$ cat src/rtl/stage_4_mem.sv
// Memory-access pipeline stage: registers the EX bus, extends synchronous SRAM load
// data, selects the final result and drives the WB bus plus a forwarding path to ID.
module stage_4_mem #(
   parameter int IN_W  = 74,
   parameter int OUT_W = 70
) (
   input  logic             clk,
   input  logic             reset,
   input  logic             valid_3,
   output logic             allow_4,
   input  logic [IN_W-1:0]  stage_3_to_4,
   input  logic [31:0]      data_sram_rdata,
   output logic             valid_4,
   input  logic             allow_5,
   output logic [OUT_W-1:0] stage_4_to_5,
   output logic             mem_fwd_we,
   output logic [4:0]       mem_fwd_dest,
   output logic [31:0]      mem_fwd_data
);

   logic            valid_r;
   logic            first_r;
   logic [IN_W-1:0] bus_r;
   logic [31:0]     rdata_hold;
   logic            ready_go;

   logic [2:0]  ld_op;
   logic        res_from_mem;
   logic        rf_we;
   logic [4:0]  dest;
   logic [31:0] alu_result;
   logic [31:0] pc;

   logic [31:0] mem_data;
   logic [7:0]  lane [4];
   logic [7:0]  byte_sel;
   logic [15:0] half_sel;
   logic [31:0] load_data;
   logic [31:0] final_result;

   assign ready_go = 1'b1;
   assign allow_4  = !valid_r || (ready_go && allow_5);
   assign valid_4  = valid_r && ready_go;

   always_ff @(posedge clk or posedge reset) begin
      if (reset) begin
         valid_r    <= 1'b0;
         first_r    <= 1'b0;
         bus_r      <= '0;
         rdata_hold <= '0;
      end else begin
         if (allow_4) begin
            valid_r <= valid_3;
         end
         if (valid_3 && allow_4) begin
            bus_r <= stage_3_to_4;
         end
         first_r <= valid_3 && allow_4;
         // SRAM data is only presented in the first cycle; keep it for WB stalls
         if (first_r) begin
            rdata_hold <= data_sram_rdata;
         end
      end
   end

   assign {ld_op, res_from_mem, rf_we, dest, alu_result, pc} = bus_r;

   assign mem_data = first_r ? data_sram_rdata : rdata_hold;

   generate
      for (genvar gi = 0; gi < 4; gi++) begin : g_lane
         assign lane[gi] = mem_data[8*gi +: 8];
      end
   endgenerate

   assign byte_sel = lane[alu_result[1:0]];
   assign half_sel = alu_result[1] ? mem_data[31:16] : mem_data[15:0];

   always_comb begin
      load_data = mem_data;
      case (ld_op)
         3'd1:    load_data = {{24{byte_sel[7]}}, byte_sel};
         3'd2:    load_data = {24'h0, byte_sel};
         3'd3:    load_data = {{16{half_sel[15]}}, half_sel};
         3'd4:    load_data = {16'h0, half_sel};
         default: load_data = mem_data;
      endcase
   end

   assign final_result = res_from_mem ? load_data : alu_result;

   assign stage_4_to_5 = {rf_we, dest, final_result, pc};
   assign mem_fwd_we   = valid_r && rf_we && (dest != 5'd0);
   assign mem_fwd_dest = dest;
   assign mem_fwd_data = final_result;

endmodule

$ cat config.mk
export PLATFORM = sky130hd
export DESIGN_NAME = stage_4_mem
export DESIGN_NICKNAME = d
export VERILOG_FILES = /design/src/rtl/stage_4_mem.sv
export SDC_FILE = /design/constraint.sdc
export NUM_CORES = 1
export LEC_CHECK = 0
export ABC_AREA = 1
export CAP_MARGIN = 20
export CORE_AREA = 2 2 114 116
export DETAILED_ROUTE_END_ITERATION = 10
export DIE_AREA = 0 0 116 118
export DONT_BUFFER_PORTS = 1
export GPL_ROUTABILITY_DRIVEN = 0
export GPL_TIMING_DRIVEN = 0
export SLEW_MARGIN = 15
export SYNTH_ARGS = -nofsm -noshare
export SYNTH_HDL_FRONTEND = slang
export SYNTH_SLANG_ARGS = --single-unit
$ cat constraint.sdc
create_clock -name clk -period 4.17 [get_ports clk]
set_input_delay 0.417 -clock clk [delete_from_list [all_inputs] [get_ports clk]]
set_output_delay 0.417 -clock clk [all_outputs]
set_load 0.005 [all_outputs]
==> impl_metrics.toml, run 1 <==
[clock_network]
clk_pin_slew_worst_paths_ns = 0.07
clock_latency_ns = 0.35
cts_made_buffers = 9
htree_levels = 3
post_cts_resized = 0
cts_sinks = 108
clockBufferDepth = 2
ctsHoldBuffers = 0
postCtsSetupBuffers = 0
cts_tree = "built"
clockRootBuffer = "clkbuf_16"

[setup_path]
worst_path_max_delay_cell = "clkbuf_1"
critPathRequiredTime_ns = 3.75
worstPathCellList = "buf_2 > inv_1 > clkbuf_1 > nor2_1 > a21oi_1 > buf_4"
worst_setup_path_end_kind = "output port"
cp_data_arrival_time_ns = 2.26
cp-start-kind = "flip-flop"
reg2reg_depth = 5
worst-path-max-fanout = 10
rrSetupSlack_ns = 2.32
r2r_start = "valid_4"
r2r-end = "bus_r[72]"
max_stage_delay_ns = 0.55
path_class = "reg2out"

[floorplan]
fp-row-count = 41
die_h_um = 118
coreArea_mm2 = 0.01241
die_area_mm2 = 0.01369
start_util_pct = 49.04
chipWidth_um = 116
io_pins = 220

[power]
internal_power_mw = 2.107
vdd_ir_drop_max_mv = 0.1981
power_frac_seq_pct = 39.9
switchingPower_mw = 1.063
power_density_mw_per_mm2 = 477.1
p_leak_nw = 3.683
total_power_mw = 3.170
comb_power_share_pct = 31.5
swShare_pct = 33.54
clkPwrFrac_pct = 28.5

[sta]
slew_headroom_pct = 53.38
whs_ns = -0.02033
layout_setup_ws_ns = 1.490
period_minus_slack_ns = 2.680
finalHoldViolCount = 19
final-setup-viol-count = 0
tightest_slew_ns = 0.6994
grt_setup_unrepaired = "false"
slew_viol_final = 0
skew_ns = 0.007073
fin_tns_setup_ns = 0
clock.fmax_mhz = 373.2
post-route-period-util_pct = 64.26

[route]
avgRoutedWirePerCell_um = 16.12
antenna_left = 0
dr.pass1.iters = 5
vias = 5217
drcViolationCount = 0
wirelength_um = 16430
avgViaCountPerCell = 5.120
drtIter0Drc = 379

[placement]
dp.cells = 1004
place_ws_ns = 1.921
place.detailed.hpwl_um = 12420
portBuffers = 0

[finish]
instances_no_fill = 1019
synthToLayoutAreaGrowth_pct = 9.125
nets = 953
layout-drive-gt1-share_pct = 15.94
num_antenna_cells = 0

[global_routing]
track_usage_pct = 24.53
grt_antenna_before_repair = 0
grt_pass1_vias = 5055
overflow = 0
grt_pass1_wl_um = 25900
grt_max_degree = 59

[synth]
yosys_warnings = 0
synth_flop_cell = "dfrtp_1"
syn_area_mm2 = 0.006088
synthTopCellsByArea = "dfrtp_1 (44%), nand2_1 (21%), buf_4 (9.4%)"
seq_area_frac_synth_pct = 44.39
syn_area_per_cell_um2 = 7.327
synth_commonest_cells = "nand2_1 (347), dfrtp_1 (108), nand3_1 (98), buf_4 (76), inv_1 (53)"
ys_ff_latch = 108
synthesis.nets = 941
synth_top_area_share_pct = 44.39
synth_cells = 831
synth.distinct_cells = 22
synth_edf_count = 0
synth_top_cell_by_area = "dfrtp_1"
synth.most_common_cell = "nand2_1"
async_flop_share_pct = 100.0

[hold_path]
hp-class = "in2async"

[run]
cap_violations = 0

[run_status]
outcome = "finished, violations left"
violations = "negative hold slack"
state kept, by name (all words and copies together), names as in the netlist:
name and count:
bus_r 74, rdata_hold 32, first_r 1, valid_4 1
routing by layer:
metal	vias up	wire length, um	track usage (%)
met5	-	0	0
met4	0	446	9.747
met3	34	1284	6.076
met2	200	7938	39.84
met1	2435	6759	31.19
li1	2548	-	-
cell families (layout without fill, tap and decap cells):
group / after synthesis / count (layout) / share of synthesized area [%]
compound gates: 57 / 57 / 4.850
buf+inv: 172 / 188 / 16.67
simple gates: 494 / 494 / 34.09
flops: 108 / 108 / 44.39
per-stage QoR:
stage / util (%) / hold slack (ns) / cell area, um^2
finish: 53.52 / -0.02033 / 6644
global placement: 50.78 / 0.4633 / 6304
global route: 53.52 / 0.01627 / 6644
floorplan: - / 0.4492 / 6088
CTS: 53.52 / 0.002166 / 6644
detailed placement: 51.04 / 0.3766 / 6336
final cells by class:
class	count	area, um^2
Inverter	56	215.2
Buffer	116	804.5
Tap cell	172	215.2
Clock inverter	4	75.07
Timing Repair Buffer	1	27.53
Sequential cell	108	2703
Clock buffer	11	232.7
Fill cell	1269	5771
Multi-Input combinational cell	551	2371
how the worst max path moves through the flow:
stage	from	end	slack, ns	cells after the start
2_1_floorplan	reset	bus_r[0]	0.91	1
3_3_place_gp	reset	bus_r[50]	-0.33	1
3_5_place_dp	bus_r[70]	stage_4_to_5[39]	1.92	6
4_1_cts	bus_r[70]	stage_4_to_5[39]	1.54	6
5_1_grt	bus_r[73]	stage_4_to_5[39]	1.34	9
6_report	bus_r[70]	stage_4_to_5[39]	1.49	6
critical path: cells and delay by family (launching register included):
kind	cells	cell delay (ns)
buffers and inverters	4	1.08
flip-flops	1	0.36
AO/OA/AOI/OAI	1	0.36
AND/OR/NAND/NOR	1	0.11
placed cells by master (no fill, tap or decap), drive strengths merged, types with 5 or more instances in the layout:
master,netlist,layout
a21oi,24,24
a31oi,5,5
buf,95,96
clkbuf,21,32
dfrtp,108,108
inv,56,56
nand2,366,366
nand3,100,100
nor2,26,26
o21ai,27,27
power by group through the flow:
stage | clock [mW] | combinational (mW) | sequential (mW)
2_1_floorplan | 0 | 0.795 | 1.26
6_report | 0.905 | 1.00 | 1.27
3_5_place_dp | 0 | 1.00 | 1.28
4_1_cts | 0.924 | 1.01 | 1.27
3_3_place_gp | 0 | 0.988 | 1.28
5_1_grt | 0.979 | 1.12 | 1.28
No activity file was read; power rests on OpenSTA's default activity.
==> inputs of run 2 (changes only) <==
clock period = 2.76 ns   (was 4.17 ns; I/O delays follow)
==> impl_metrics.toml, run 2 (synthesized netlist as in run 1, its figures left out) <==
[sta]
period_minus_slack_ns = 2.448
fin_tns_setup_ns = 0
tightest_slew_ns = 0.6456
final-setup-viol-count = 0
slew_viol_final = 0
finalHoldViolCount = 0
grt_setup_unrepaired = "false"
post-route-period-util_pct = 88.69
skew_ns = 0.006551
clock.fmax_mhz = 408.5
slew_headroom_pct = 56.96
whs_ns = 0.02505

[global_routing]
grt_max_degree = 30
grt_pass1_wl_um = 25990
overflow = 0
grt_pass1_vias = 5098
busiest_layer = "met2"
use_met1_pct = 31.81
grt_antenna_before_repair = 0
use_met2_pct = 39.91
track_usage_pct = 24.70
grt.met3_usage_pct = 5.664

[setup_path]
cp-start-kind = "flip-flop"
worstPathCellList = "inv_1 > nand3_1 > nand2_2 > buf_2 > nand3_1 > nand2_1 > nor2_1 > a21oi_1 > buf_4"
max_stage_delay_ns = 0.39
cp_data_arrival_time_ns = 2.17
crit_path_frequent_cell = "nand3_1"
path_class = "reg2out"
worst_path_max_delay_cell = "dfrtp_1"
critPathRequiredTime_ns = 2.48
worst_setup_path_end_kind = "output port"
worst-path-max-fanout = 10

[route]
wirelength_um = 16400
dr.pass1.iters = 5
vias = 5228
antenna_left = 0
avgViaCountPerCell = 5.110
drtIter0Drc = 303
avgRoutedWirePerCell_um = 16.03
drcViolationCount = 0

[finish]
synthToLayoutAreaGrowth_pct = 9.721
layout_common_cells = "nand2_1 (347), dfrtp_1 (108), nand3_1 (98), buf_4 (76), inv_1 (52)"
largest_reg_flops = 74
instances_no_fill = 1023
fill_cells = 1259
nets = 956
largestRegisters = "bus_r (74), rdata_hold (32)"
layout-drive-gt1-share_pct = 16.33
top_register = "bus_r"
layout_commonest_cell = "nand2_1"
num_antenna_cells = 0

[floorplan]
die_h_um = 118
io_pins = 220
coreArea_mm2 = 0.01241
chipWidth_um = 116
fp-row-count = 41
die_area_mm2 = 0.01369
start_util_pct = 49.04

[clock_network]
postCtsSetupBuffers = 0
clk_pin_slew_worst_paths_ns = 0.07
cts_sinks = 108
cts_made_buffers = 9
clockBufferDepth = 2
htree_levels = 3
cts_tree = "built"
clock_latency_ns = 0.35
clockRootBuffer = "clkbuf_16"
post_cts_resized = 0

[run_status]
outcome = "finished clean"

[placement]
place.detailed.hpwl_um = 12500
portBuffers = 0
dp.cells = 1006

[hold_path]
hp-class = "in2reg"

[power]
p_leak_nw = 3.703
power_density_mw_per_mm2 = 713.3
vdd_ir_drop_max_mv = 0.3218

[run]
cap_violations = 0
## run 2: final cells by class
type,count,area [um^2],share of cell area [%]
flip-flops and latches,108,2703,40.46
multi-input cells,551,2371,35.49
plain buffers,116,804.5,12.04
clock buffers,11,242.7,3.634
well taps,172,215.2,3.222
inverters,56,214.0,3.203
repair buffers,4,70.07,1.049
clock inverters,5,60.06,0.8990
## run 2: worst paths after layout
kind                                  start                to  slack (ns)  depth (start not counted)
min                        stage_3_to_4[29]         bus_r[29]        0.03                          2
max                               bus_r[71]  stage_4_to_5[47]        0.31                          9
max in group asynchronous             reset         bus_r[36]        1.51                          4
min reg2reg                       bus_r[10]         bus_r[10]        0.48                          2
min in group asynchronous             reset         bus_r[11]        0.49                          2
max reg2reg                         valid_4         bus_r[73]        0.96                          5
## run 2: where the power goes
| part | internal, mW | total (mW) | leakage (nW) | switching, mW |
|---|---|---|---|---|
| Combinational | 0.598 | 1.51 | 2.23 | 0.914 |
| Clock | 0.733 | 1.34 | 0.146 | 0.609 |
| Sequential | 1.80 | 1.91 | 1.32 | 0.113 |
## run 2: metrics by stage
step	utilization [%]	setup slack, ns	power [mW]	cell area (um^2)
floorplan	-	1.038	3.109	6092
global placement	50.81	0.5518	3.426	6307
detailed placement	51.29	0.7017	3.455	6367
CTS	53.81	0.3034	4.800	6680
global route	53.81	0.1302	5.084	6680
finish	53.81	0.3121	4.765	6680
## run 2: metal layers
metal  up-vias  wire [um]
met5         -          0
met4         0        418
met3        30       1267
met2       218       7988
met1      2431       6728
li1       2549          -
## run 2: critical path, delay by kind of cell (launching register included)
kind | cells | cell delay (ns)
AO/OA/AOI/OAI | 1 | 0.32
buffers and inverters | 3 | 0.58
flip-flops | 1 | 0.39
AND/OR/NAND/NOR | 5 | 0.52
## run 2: what timing repair did
| item | in CTS | in global routing |
|---|---|---|
| endpoints found under the setup margin | 0 | 0 |
| endpoints found under the hold margin | 23 | 0 |
| hold buffers | 1 | 0 |
